===== src/rtl/cache_ctrl_if.sv =====
// Signal bundle between the cache controller and its CPU, cache-way and memory neighbours.
// The slave modport is the controller's view; the master modport is the surrounding system.
interface cache_ctrl_if #(
    parameter int CNT_W = 32
);
    logic [31:0]      cpu_addr;
    logic             cpu_re;
    logic             cpu_we;
    logic             cpu_ready;

    logic [31:0]      way_addr;
    logic             way_re;
    logic             way_we;
    logic             way_done;
    logic             way_blk_write;
    logic [255:0]     way_blk_in;
    logic             way_hit;
    logic             way_dirty;
    logic [31:0]      way_orig_addr;
    logic [255:0]     way_blk_out;

    logic             mem_req;
    logic             mem_we;
    logic [31:0]      mem_addr;
    logic [255:0]     mem_wdata;
    logic             mem_ack;
    logic [255:0]     mem_rdata;

    logic [CNT_W-1:0] hit_cnt;
    logic [CNT_W-1:0] miss_cnt;

    modport slave (
        input  cpu_addr, cpu_re, cpu_we,
        output cpu_ready,
        output way_addr, way_re, way_we, way_done, way_blk_write, way_blk_in,
        input  way_hit, way_dirty, way_orig_addr, way_blk_out,
        output mem_req, mem_we, mem_addr, mem_wdata,
        input  mem_ack, mem_rdata,
        output hit_cnt, miss_cnt
    );

    modport master (
        output cpu_addr, cpu_re, cpu_we,
        input  cpu_ready,
        input  way_addr, way_re, way_we, way_done, way_blk_write, way_blk_in,
        output way_hit, way_dirty, way_orig_addr, way_blk_out,
        input  mem_req, mem_we, mem_addr, mem_wdata,
        output mem_ack, mem_rdata,
        input  hit_cnt, miss_cnt
    );
endinterface


===== src/rtl/cache_ctrl.sv =====
// Blocking write-back, write-allocate controller for one cache way with 32-byte lines.
// Latency: hits complete in the request cycle; misses cost the memory waits plus 2 cycles.
// Backpressure: CPU holds its request until cpu_ready; mem_req and its payload hold until mem_ack.
module cache_ctrl #(
    parameter int CNT_W = 32
) (
    input logic         clk,
    input logic         rst,
    cache_ctrl_if.slave bus
);
    typedef enum logic [1:0] {IDLE, WB, REFILL, INSTALL} state_t;

    state_t           state;
    logic [26:0]      miss_addr;
    logic [255:0]     refill_buf;
    logic             retry;
    logic             mem_req_q;
    logic             mem_we_q;
    logic [31:0]      mem_addr_q;
    logic [255:0]     mem_wdata_q;
    logic             blk_write_q;
    logic [CNT_W-1:0] hit_cnt_q;
    logic [CNT_W-1:0] miss_cnt_q;

    logic cpu_req;
    logic in_idle;
    logic hit_now;
    logic miss_now;

    assign cpu_req  = bus.cpu_re | bus.cpu_we;
    assign in_idle  = (state == IDLE);
    assign hit_now  = in_idle & cpu_req & bus.way_hit;
    assign miss_now = in_idle & cpu_req & ~bus.way_hit;

    // A simultaneous read and write is a write, so way_re is suppressed when cpu_we is set.
    assign bus.cpu_ready     = hit_now;
    assign bus.way_done      = hit_now;
    assign bus.way_we        = in_idle & bus.cpu_we;
    assign bus.way_re        = in_idle & bus.cpu_re & ~bus.cpu_we;
    assign bus.way_addr      = in_idle ? bus.cpu_addr : {miss_addr, 5'd0};
    assign bus.way_blk_write = blk_write_q;
    assign bus.way_blk_in    = refill_buf;

    assign bus.mem_req   = mem_req_q;
    assign bus.mem_we    = mem_we_q;
    assign bus.mem_addr  = mem_addr_q;
    assign bus.mem_wdata = mem_wdata_q;

    assign bus.hit_cnt  = hit_cnt_q;
    assign bus.miss_cnt = miss_cnt_q;

    always_ff @(posedge clk or posedge rst) begin
        if (rst) begin
            state       <= IDLE;
            miss_addr   <= '0;
            refill_buf  <= '0;
            retry       <= 1'b0;
            mem_req_q   <= 1'b0;
            mem_we_q    <= 1'b0;
            mem_addr_q  <= '0;
            mem_wdata_q <= '0;
            blk_write_q <= 1'b0;
            hit_cnt_q   <= '0;
            miss_cnt_q  <= '0;
        end else begin
            blk_write_q <= 1'b0;
            case (state)
                IDLE: begin
                    // The hit that follows an install is the original request finishing, not a new hit.
                    retry <= 1'b0;
                    if (hit_now && !retry && (hit_cnt_q != '1)) begin
                        hit_cnt_q <= hit_cnt_q + CNT_W'(1);
                    end
                    if (miss_now) begin
                        miss_addr <= bus.cpu_addr[31:5];
                        mem_req_q <= 1'b1;
                        if (miss_cnt_q != '1) begin
                            miss_cnt_q <= miss_cnt_q + CNT_W'(1);
                        end
                        if (bus.way_dirty) begin
                            mem_we_q    <= 1'b1;
                            mem_addr_q  <= bus.way_orig_addr & 32'hFFFF_FFE0;
                            mem_wdata_q <= bus.way_blk_out;
                            state       <= WB;
                        end else begin
                            mem_we_q   <= 1'b0;
                            mem_addr_q <= {bus.cpu_addr[31:5], 5'd0};
                            state      <= REFILL;
                        end
                    end
                end
                WB: begin
                    if (bus.mem_ack) begin
                        mem_we_q   <= 1'b0;
                        mem_addr_q <= {miss_addr, 5'd0};
                        state      <= REFILL;
                    end
                end
                REFILL: begin
                    if (bus.mem_ack) begin
                        mem_req_q   <= 1'b0;
                        refill_buf  <= bus.mem_rdata;
                        blk_write_q <= 1'b1;
                        state       <= INSTALL;
                    end
                end
                INSTALL: begin
                    retry <= 1'b1;
                    state <= IDLE;
                end
                default: begin
                    state <= IDLE;
                end
            endcase
        end
    end
endmodule


===== src/flat_wrapper.sv =====
// flat-port wrapper written by rule: the top's interface ports become plain ports
module cache_ctrl_flat 
#(
    parameter int CNT_W = 32
)
  (clk, rst, bus_cpu_addr, bus_cpu_re, bus_cpu_we, bus_cpu_ready, bus_way_addr, bus_way_re, bus_way_we, bus_way_done, bus_way_blk_write, bus_way_blk_in, bus_way_hit, bus_way_dirty, bus_way_orig_addr, bus_way_blk_out, bus_mem_req, bus_mem_we, bus_mem_addr, bus_mem_wdata, bus_mem_ack, bus_mem_rdata, bus_hit_cnt, bus_miss_cnt);
  cache_ctrl_if #(.CNT_W(CNT_W)) bus_i ();
  input logic clk;
  input logic rst;
  input wire logic [$bits(bus_i.cpu_addr)-1:0] bus_cpu_addr;
  input wire logic [$bits(bus_i.cpu_re)-1:0] bus_cpu_re;
  input wire logic [$bits(bus_i.cpu_we)-1:0] bus_cpu_we;
  output wire logic [$bits(bus_i.cpu_ready)-1:0] bus_cpu_ready;
  output wire logic [$bits(bus_i.way_addr)-1:0] bus_way_addr;
  output wire logic [$bits(bus_i.way_re)-1:0] bus_way_re;
  output wire logic [$bits(bus_i.way_we)-1:0] bus_way_we;
  output wire logic [$bits(bus_i.way_done)-1:0] bus_way_done;
  output wire logic [$bits(bus_i.way_blk_write)-1:0] bus_way_blk_write;
  output wire logic [$bits(bus_i.way_blk_in)-1:0] bus_way_blk_in;
  input wire logic [$bits(bus_i.way_hit)-1:0] bus_way_hit;
  input wire logic [$bits(bus_i.way_dirty)-1:0] bus_way_dirty;
  input wire logic [$bits(bus_i.way_orig_addr)-1:0] bus_way_orig_addr;
  input wire logic [$bits(bus_i.way_blk_out)-1:0] bus_way_blk_out;
  output wire logic [$bits(bus_i.mem_req)-1:0] bus_mem_req;
  output wire logic [$bits(bus_i.mem_we)-1:0] bus_mem_we;
  output wire logic [$bits(bus_i.mem_addr)-1:0] bus_mem_addr;
  output wire logic [$bits(bus_i.mem_wdata)-1:0] bus_mem_wdata;
  input wire logic [$bits(bus_i.mem_ack)-1:0] bus_mem_ack;
  input wire logic [$bits(bus_i.mem_rdata)-1:0] bus_mem_rdata;
  output wire logic [$bits(bus_i.hit_cnt)-1:0] bus_hit_cnt;
  output wire logic [$bits(bus_i.miss_cnt)-1:0] bus_miss_cnt;
  assign bus_i.cpu_addr = bus_cpu_addr;
  assign bus_i.cpu_re = bus_cpu_re;
  assign bus_i.cpu_we = bus_cpu_we;
  assign bus_cpu_ready = bus_i.cpu_ready;
  assign bus_way_addr = bus_i.way_addr;
  assign bus_way_re = bus_i.way_re;
  assign bus_way_we = bus_i.way_we;
  assign bus_way_done = bus_i.way_done;
  assign bus_way_blk_write = bus_i.way_blk_write;
  assign bus_way_blk_in = bus_i.way_blk_in;
  assign bus_i.way_hit = bus_way_hit;
  assign bus_i.way_dirty = bus_way_dirty;
  assign bus_i.way_orig_addr = bus_way_orig_addr;
  assign bus_i.way_blk_out = bus_way_blk_out;
  assign bus_mem_req = bus_i.mem_req;
  assign bus_mem_we = bus_i.mem_we;
  assign bus_mem_addr = bus_i.mem_addr;
  assign bus_mem_wdata = bus_i.mem_wdata;
  assign bus_i.mem_ack = bus_mem_ack;
  assign bus_i.mem_rdata = bus_mem_rdata;
  assign bus_hit_cnt = bus_i.hit_cnt;
  assign bus_miss_cnt = bus_i.miss_cnt;
  cache_ctrl #(.CNT_W(CNT_W)) u_core (.clk(clk), .rst(rst), .bus(bus_i));
endmodule

===== config.mk =====
export PLATFORM = sky130hd
export DESIGN_NAME = cache_ctrl_flat
export DESIGN_NICKNAME = d
export VERILOG_FILES = /design/src/rtl/cache_ctrl_if.sv /design/src/rtl/cache_ctrl.sv /design/src/flat_wrapper.sv
export SDC_FILE = /design/constraint.sdc
export NUM_CORES = 1
export LEC_CHECK = 0
export CORE_AREA = 2 2 483 485
export CTS_BUF_LIST = sky130_fd_sc_hd__clkbuf_2
export CTS_CLUSTER_DIAMETER = 80
export DETAILED_ROUTE_END_ITERATION = 8
export DIE_AREA = 0 0 485 487
export PLACE_DENSITY_LB_ADDON = 0.2
export SYNTH_ARGS = -nofsm -noshare
export SYNTH_HDL_FRONTEND = slang
export SYNTH_SLANG_ARGS = --single-unit

===== constraint.sdc =====
create_clock -name clk -period 22.3 [get_ports clk]
set_input_delay 4.46 -clock clk [delete_from_list [all_inputs] [get_ports clk]]
set_output_delay 4.46 -clock clk [all_outputs]
set_load 0.005 [all_outputs]

## Word-level counts from Yosys, hierarchy flattened

Index checks and enable logic that the tools add are counted.

| word-level totals | value |
|---|---|
| flip-flop bits (word level) | 641 |
| output and inout port bits | 647 |
| logic and storage cells | 64 |

| cells by class | value |
|---|---|
| add/subtract/negate cells | 2 |
| equal/unequal tests | 8 |
| multiplexer cells | 19 |
| bitwise logic cells | 9 |
| reductions and logical operators | 15 |

Operators with widths:

| kind | count |
|---|---|
| $mux W32 | 4 |
| $add A32 B1 Y32 const B | 2 |
| $ne A32 B32 Y1 const B | 2 |
| $pmux W32 S2 | 1 |
| $reduce_and A3 Y1 | 5 |
| $mux W2 | 4 |
| $pmux W2 S4 | 1 |
| $and A1 B1 Y1 | 6 |
| $mux W1 | 6 |
| $ne A2 B2 Y1 const B | 3 |
| $pmux W1 S2 | 3 |
| $reduce_and A2 Y1 | 3 |
| $reduce_bool A2 Y1 | 3 |
| $eq A2 B2 Y1 const B | 2 |
| $eq A2 B1 Y1 const B | 1 |
| $logic_and A1 B1 Y1 | 2 |
| $logic_not A2 Y1 | 1 |
| $not A1 Y1 | 2 |
| $logic_not A1 Y1 | 1 |
| $or A1 B1 Y1 | 1 |

## Longest topological paths before layout

| logic depth | value |
|---|---|
| word-level depth | 6 |
| depth in mapped cells | 9 |

## Worst setup path before layout

No wires, ideal clock.

| timing | value |
|---|---|
| path type | input port to output port |
| start | input bus_cpu_we |
| end | output bus_way_done |
| arrival time | 4993 ps |
| required time | 17840 ps |
| slack | 12847 ps |
| cell stages on the path | 3 |
| buffers on the path | 1 |
| cells stage by stage | o21ai_2 nor2_1 buf_4 |

| on the way | value |
|---|---|
| longest elaborated chain between the ends | 3 |

Ends and longest elaborated chain:

| what | line | RTL |
|---|---|---|
| from (decl) | flat_wrapper.sv:12 | `input wire logic [$bits(bus_i.cpu_we)-1:0] bus_cpu_we;` |
| $or A1 B1 Y1 | cache_ctrl.sv:30 | `assign cpu_req = bus.cpu_re \| bus.cpu_we;` |
| $and A1 B1 Y1 (2 in series) | cache_ctrl.sv:32 | `assign hit_now = in_idle & cpu_req & bus.way_hit;` |
| to (decl) | flat_wrapper.sv:17 | `output wire logic [$bits(bus_i.way_done)-1:0] bus_way_done;` |

Every way passes these cells.

## Final worst setup path

| timing | value |
|---|---|
| start | input bus_cpu_we |
| end | output bus_cpu_ready |

| on the way | value |
|---|---|
| longest elaborated chain between the ends | 3 |

Ends and longest elaborated chain:

| what | line | RTL |
|---|---|---|
| $or A1 B1 Y1 | cache_ctrl.sv:30 |  |
| $and A1 B1 Y1 (2 in series) | cache_ctrl.sv:32 |  |
| to (decl) | flat_wrapper.sv:13 | `output wire logic [$bits(bus_i.cpu_ready)-1:0] bus_cpu_ready;` |

Every way passes these cells.

==> impl_metrics.csv <==
group,metric,value,unit
outcome,status,"finished, final reports clean",
sta,rsz0062_at_grt,"false",
sta,drv_slew,0,
die,die_area,236000,um^2
logic_synthesis,synth_mux_area_frac,0.255,
worst_setup_path,crit_required,17.84,ns
drt,wirelength,148000,um
worst_setup_path,path_class,"input port to primary output",
cells_and_area,seqCellArea,15900,um^2
place,gp_congestion,0.765,
global_routing,use_met2,0.203,
run,cap_violations,0,
logic_synthesis,synthSimpleGateAreaFrac,0.0567,
sta,period_share,0.479,
cells_and_area,drive_gt1_frac,0.276,
clock_network,cts_tree,"yes",
global_routing,grt_util_met1,0.129,
worst_setup_path,startpoint_type,"input port",
global_routing,grt_busiest_layer,"met2",
clock_network,h-tree-depth,4,
clock_network,post_cts_buffers,0,
logic_synthesis,netlist_area,25200,um^2
sta,worst_clock_skew,0.154,ns
global_routing,grt_pass1_vias,21600,
hold_path,hold_path.class,"register to register",
logic_synthesis,synth_top_family_by_area,"multiplexers",
global_routing,grt_antenna_before_repair,86,
drt,dr_total_vias,20300,
worst_setup_path,rrSetupSlack,17.50,ns
logic_synthesis,synthArstFlopShare,1.00,
die,pin_count,1230,
power,ir_drop,0.0471,mV
global_routing,grt_first_pass_wirelength,196000,um
worst_setup_path,crit_start,"bus_cpu_we",
sta,fin_crit,10.69,ns
hold_path,min_path_cells,2,
logic_synthesis,synth-edff-count,0,
power,p_leak,17.3,nW
worst_setup_path,worst_setup_path_end_kind,"primary output",
clock_network,numCtsBuffers,205,
drt,wl_per_cell,23.3,um
worst_setup_path,worstReg2RegEnd,"u_core.bus.mem_wdata[39]",
sta,tns,0,ns
global_routing,grt_remaining_overflow,0,
sta,tightestPinTransition,1.03,ns
hold_path,min_to,"u_core.bus.mem_addr[17]",
global_routing,grtUsageMet3,0.0722,
die,coreArea,231000,um^2
logic_synthesis,yosys_register_bits,636,
worst_setup_path,worstReg2RegStart,"u_core.state[0]",
logic_synthesis,synth_xor_area_frac,0.0198,
logic_synthesis,synth.avg_cell_area,14.4,um^2
logic_synthesis,ys_seq_area_frac,0.630,
clock_network,clkSinkCount,636,
die,die_y,487,um
die,start_util,0.109,
logic_synthesis,ys_types,50,
worst_setup_path,critPathMaxFanout,9,
logic_synthesis,synth-compound-area-share,0.0162,
clock_network,cts-root-buf,"clkbuf_2",
die,die_x,485,um
clock_network,clock_path_buffers,3,
sta,fmax,93.6,MHz
logic_synthesis,synth_fa_ha_area_frac,0.00347,
sta,finalSetupViolCount,0,
hold_path,hp-start,"u_core.bus.mem_addr[17]",
logic_synthesis,synth.largest_area_cell,"dfrtp_1",
clock_network,clkLatencyLatePin,1.61,ns
cells_and_area,multi_input_area,8900,um^2
die,num_rows,177,
worst_setup_path,cp.arrival,6.23,ns
global_routing,grt_max_degree,149,
logic_synthesis,yosysWarnings,0,
cells_and_area,final.fill_count,25500,
worst_setup_path,ff2ff_path_depth,9,
logic_synthesis,synth.top_cell.area_share,0.630,
drt,vias_per_cell,3.22,
global_routing,grtUsageTotal,0.121,
clock_network,clkTransAtPathRegs,0.09,ns
drt,dr.pass1.iters,4,
sta,slew_headroom,0.312,
logic_synthesis,synth_area_leaders,"dfrtp_1 63%, mux2_2 24%, nand2_1 1.9%",
sta,hold_ws,0.485,ns
place,io_buffers,1219,
cells_and_area,final_util,0.186,
drt,route.detailed.drc,0,
logic_synthesis,synthFlopType,"dfrtp_1",
drt,first_iter_violations,613,
cells_and_area,syn_to_final_growth,70.1,%
clock_network,cts_resized,0,
place,hpwlAfterDp,118000,um
logic_synthesis,syn_inst,1756,
cells_and_area,fin_nets,3704,
power,power_density,128,nW/um^2
clock_network,hold_buffers,0,
drt,ant_nets,0,
sta,finalHoldViolations,0,
cell usage after synthesis, types with 3 or more instances:
master    count
a21oi_1      32
and2_1        7
and3_1        8
and4_1        5
buf_1         6
buf_2        30
buf_4         6
clkbuf_1     50
dfrtp_1     636
ha_1          7
inv_1        14
mux2_2      542
mux2i_1      30
nand2_1     129
nand2b_1      3
nand3_1      34
nand4_1      14
nor2_1       54
nor3_1       19
nor3_2        3
nor4_2        3
o21ai_0      30
or3_1         5
or4_1         3
xnor2_1      35
xor2_1       22
through the flow:
stage                     worst slack (ns)  total power, W  instances  instance area, um^2
after CTS                            11.56         0.00566       6297                42900
after detailed placement             11.56         0.00458       5950                41100
final                                11.61         0.00548       6319                43000
after floorplan                     0.0244         0.00275       1760                25300
after global placement               11.60         0.00457       5950                41100
after global routing                 11.49         0.00588       6308                42900
where the power goes:
group,total [W],switching (W),leakage (nW),internal [W]
logic,0.00246,0.000992,8.18,0.00147
clock network,0.00100,0.000623,1.38,0.000380
registers,0.00201,0.000336,7.72,0.00168
state kept, by name, summed over array words and instances, names as in the netlist:
name and cells:
u_core.bus.hit_cnt 32, u_core.bus.mem_addr 27, u_core.bus.mem_req 1, u_core.bus.mem_wdata 256
u_core.bus.mem_we 1, u_core.bus.miss_cnt 32, u_core.bus.way_blk_in 256, u_core.bus.way_blk_write 1
u_core.miss_addr 27, u_core.retry 1, u_core.state 2
logic make-up after synthesis:
family | count (synthesis)
flip-flops | 636
multiplexers | 574
AND/OR/NAND/NOR | 300
buffers and inverters | 108
AO/OA/AOI/OAI | 73
XOR/XNOR | 57
adder cells (fa/ha/maj) | 7
other | 1
final cells by class:
class / count / share of cell area
repair buffers: 1240 / 0.288
well taps: 3043 / 0.0886
diodes: 22 / 0.00128
inverters: 15 / 0.00166
multi-input cells: 1016 / 0.207
clock buffers: 292 / 0.0340
flip-flops and latches: 636 / 0.371
clock inverters: 55 / 0.00830
how the worst max path moves through the flow:
stage,endpoint,slack [ns],cells after the start
after CTS,bus_cpu_ready,11.56,4
after global placement,bus_way_done,11.60,4
after global routing,bus_cpu_ready,11.49,4
after detailed placement,bus_cpu_ready,11.56,4
after floorplan,u_core.bus.hit_cnt[0],0.02,1
final,bus_cpu_ready,11.61,4
layout by cell type (no fill, tap or decap), types with 4 or more instances in the layout:
| cell type | synthesis | final |
|---|---|---|
| clkdlybuf4s50_1 | 0 | 1218 |
| dfrtp_1 | 636 | 636 |
| mux2_2 | 542 | 542 |
| clkbuf_2 | 0 | 292 |
| nand2_1 | 129 | 129 |
| nor2_1 | 54 | 53 |
| clkinv_1 | 1 | 38 |
| xnor2_1 | 35 | 35 |
| nand3_1 | 34 | 34 |
| a21oi_1 | 32 | 32 |
| mux2i_1 | 30 | 30 |
| o21ai_0 | 30 | 30 |
| diode_2 | 0 | 22 |
| xor2_1 | 22 | 22 |
| nor3_1 | 19 | 19 |
| buf_4 | 6 | 19 |
| nand4_1 | 14 | 14 |
| inv_1 | 14 | 13 |
| and3_1 | 8 | 8 |
| and2_1 | 7 | 6 |
| inv_8 | 0 | 5 |
| or3_1 | 5 | 5 |
| and4_1 | 5 | 5 |
| ha_1 | 7 | 5 |
| conb_1 | 1 | 5 |
| clkinv_8 | 0 | 4 |
metal layers:
metal / up-vias / wire length [um]
li1: 9018 / -
met1: 9861 / 54300
met2: 1080 / 70200
met3: 340 / 18700
met4: 46 / 3900
met5: - / 306
worst max-delay path, stage by stage:
cell	delay (ns)
clkdlybuf4s50_1	0.53
o21ai_2	0.55
nor2_1	0.19
clkdlybuf4s50_1	0.49
Note: power is estimated with default switching activity, not from simulation.
==> variant (config.mk and constraints unchanged) <==
`CNT_W` is set to 32 in 3 places; all go to 16.
--- a/src/rtl/cache_ctrl_if.sv
+++ b/src/rtl/cache_ctrl_if.sv
@@ -1,7 +1,7 @@
 // Signal bundle between the cache controller and its CPU, cache-way and memory neighbours.
 // The slave modport is the controller's view; the master modport is the surrounding system.
 interface cache_ctrl_if #(
-    parameter int CNT_W = 32
+    parameter int CNT_W = 16
 );
     logic [31:0]      cpu_addr;
     logic             cpu_re;
--- a/src/rtl/cache_ctrl.sv
+++ b/src/rtl/cache_ctrl.sv
@@ -2,7 +2,7 @@
 // Latency: hits complete in the request cycle; misses cost the memory waits plus 2 cycles.
 // Backpressure: CPU holds its request until cpu_ready; mem_req and its payload hold until mem_ack.
 module cache_ctrl #(
-    parameter int CNT_W = 32
+    parameter int CNT_W = 16
 ) (
     input logic         clk,
     input logic         rst,
--- a/src/flat_wrapper.sv
+++ b/src/flat_wrapper.sv
@@ -1,7 +1,7 @@
 // flat-port wrapper written by rule: the top's interface ports become plain ports
 module cache_ctrl_flat 
 #(
-    parameter int CNT_W = 32
+    parameter int CNT_W = 16
 )
   (clk, rst, bus_cpu_addr, bus_cpu_re, bus_cpu_we, bus_cpu_ready, bus_way_addr, bus_way_re, bus_way_we, bus_way_done, bus_way_blk_write, bus_way_blk_in, bus_way_hit, bus_way_dirty, bus_way_orig_addr, bus_way_blk_out, bus_mem_req, bus_mem_we, bus_mem_addr, bus_mem_wdata, bus_mem_ack, bus_mem_rdata, bus_hit_cnt, bus_miss_cnt);
   cache_ctrl_if #(.CNT_W(CNT_W)) bus_i ();
Ports: changed (resized bus_hit_cnt and bus_miss_cnt); port bits go from 1230 to 1198. No check against the original RTL was run, so the function may have changed too.
==> variant against the unedited design <==
- routed wire length decreased by 9.0%
- design area shrank 4.4%
- non-clock buffer count is 36 lower
- count of clock-buffer cells in the layout decreased by 9
- critical path type unchanged
- power fell by 3.1%
- largest cell class unchanged
- worst setup slack better by 240 ps
- sequential share of layout area down 0.25 points
- largest power group unchanged
- sequential cell count decreased by 32
- area after synthesis fell by 5.0%
==> variant: results (changes against the unedited design) <==
Parameter                              Value

Run status
  Run status ... finished, final reports clean

Place
  Half-perimeter wire length of the detailed placement result ... 107000 µm (-9.3%)
  Placer Congestion ... 0.787 (+2.9%)
  Placement Setup Slack ... 11800 ps (+236 ps)
  Buffers on Ports ... 1187 (-2.6%)

Clocking
  # H-tree levels ... 4 (unchanged)
  Clock Latency Late Sink ... 1550 ps (-60 ps)
  Number of buffers inserted during clock tree synthesis ... 196 (-4.4%)

Finish
  Share of post-route cells with drive strength above 1 ... 21.7% (-5.9 points)
  Layout filler cell count ... 25.5k (+0.15%)
  Layout net count ... 3468 (-6.4%)

Yosys
  Arithmetic-cell share of the synthesized area counting full adders, half adders and majority gates ... 0.365% (+0.018 points)
  Share of synthesized area occupied by flip-flops and latches ... 63.0% (about the same)
  Fraction of the mapped netlist area in compound gates ... 0.866% (-0.75 points)
  Number of different library cells in the post-synthesis netlist ... 45 (-10%)
  Top post-synthesis cells by area ... sky130_fd_sc_hd__dfrtp_1 (63%), sky130_fd_sc_hd__mux2_2 (15%), sky130_fd_sc_hd__mux2_1 (12%)
  Count of mapped cells out of synthesis ... 1558 (-11%)
  Synthesized-area fraction occupied by xor and xnor cells ... 1.02% (-0.95 points)
  Share of cell area taken by muxes after synthesis ... 28.2% (+2.7 points)
  Ranking of synthesized cells by instance count ... sky130_fd_sc_hd__dfrtp_1 (604), sky130_fd_sc_hd__mux2_2 (313), sky130_fd_sc_hd__mux2_1 (260), sky130_fd_sc_hd__nand2_1 (121), sky130_fd_sc_hd__mux2i_1 (31)

Critical path
  Slowest cell on crit path ... sky130_fd_sc_hd__clkdlybuf4s50_1
  Worst setup path endpoint ... bus_way_done
  Setup slack of the most critical reg-to-reg path ... 17070 ps (-430 ps)
  Worst r2r path cells ... 8 (-1)
  Critical path peak fanout ... 3 (-6)
  Signal arrival time at the worst endpoint ... 5990 ps (-240 ps)

Timing
  Tmin final ... 10450 ps (-237 ps)
  Max Clock Skew ... 95.8 ps (-58.0 ps)
  Worst Max-Slew Pin Slew ... 1060 ps (+26.0 ps)
  Maximum achievable frequency ... 95.7 MHz (+2.3%)

Worst hold path
  Endpoint of the worst hold path ... u_core.bus.mem_wdata[166]$_DFFE_PP0P_
  Worst hold path depth ... 1 (-1)
  Startpoint of the worst hold path ... u_core.bus.mem_wdata[166]$_DFFE_PP0P_

Global route
  Maximum number of pins on one net before global-route repair ... 133 (-11%)
  Number of global-route vias before repair ... 20.1k (-6.8%)
  First-pass GRT wire length ... 179000 µm (-8.3%)
  Number of antenna violations at the first check in global routing ... 73 (-15%)
  Tot GR Track Use ... 11.1% (-1.0 points)

Power
  Max rail drop VDD ... 0.0000511 V (+8.5%)
  Static leakage ... 16.5 nW (-4.6%)

Detailed routing
  Wirelength, routed ... 134000 µm (-9.0%)
  Total via count in the routed design ... 18.6k (-8.5%)
## variant: stage by stage
step	power (mW)	instance area (µm²)	util [%]	std cells	hold WS [ps]
after floorplan	2.69	24000	-	1562	464
after global placement	4.45	39300	17.0	5723	467
after detailed placement	4.46	39300	17.0	5723	474
after CTS	5.50	41000	17.7	6053	493
after global routing	5.71	41000	17.7	6060	509
final	5.31	41100	17.7	6083	487
## variant: final cells by class
cell class              instances  area share, %
clock buffers                 283           3.45
multi-input cells             865           20.1
flip-flops and latches        604           36.8
diodes                         30          0.183
clock inverters                47          0.780
well taps                    3043           9.27
inverters                       7         0.0823
repair buffers               1204           29.3
## variant: routing by layer
metal	vias up	global-route usage [%]	wire length, µm
met5	-	0	218
met1	9112	11.9	50200
li1	8248	-	-
met3	262	5.94	15300
met4	32	2.99	3040
met2	953	18.8	65400
## variant: report_power, final
group,switching (mW),internal (mW),total [mW],leakage [nW]
Sequential,0.312,1.63,1.94,7.27
Combinational,0.956,1.45,2.41,7.90
Clock,0.583,0.381,0.964,1.32
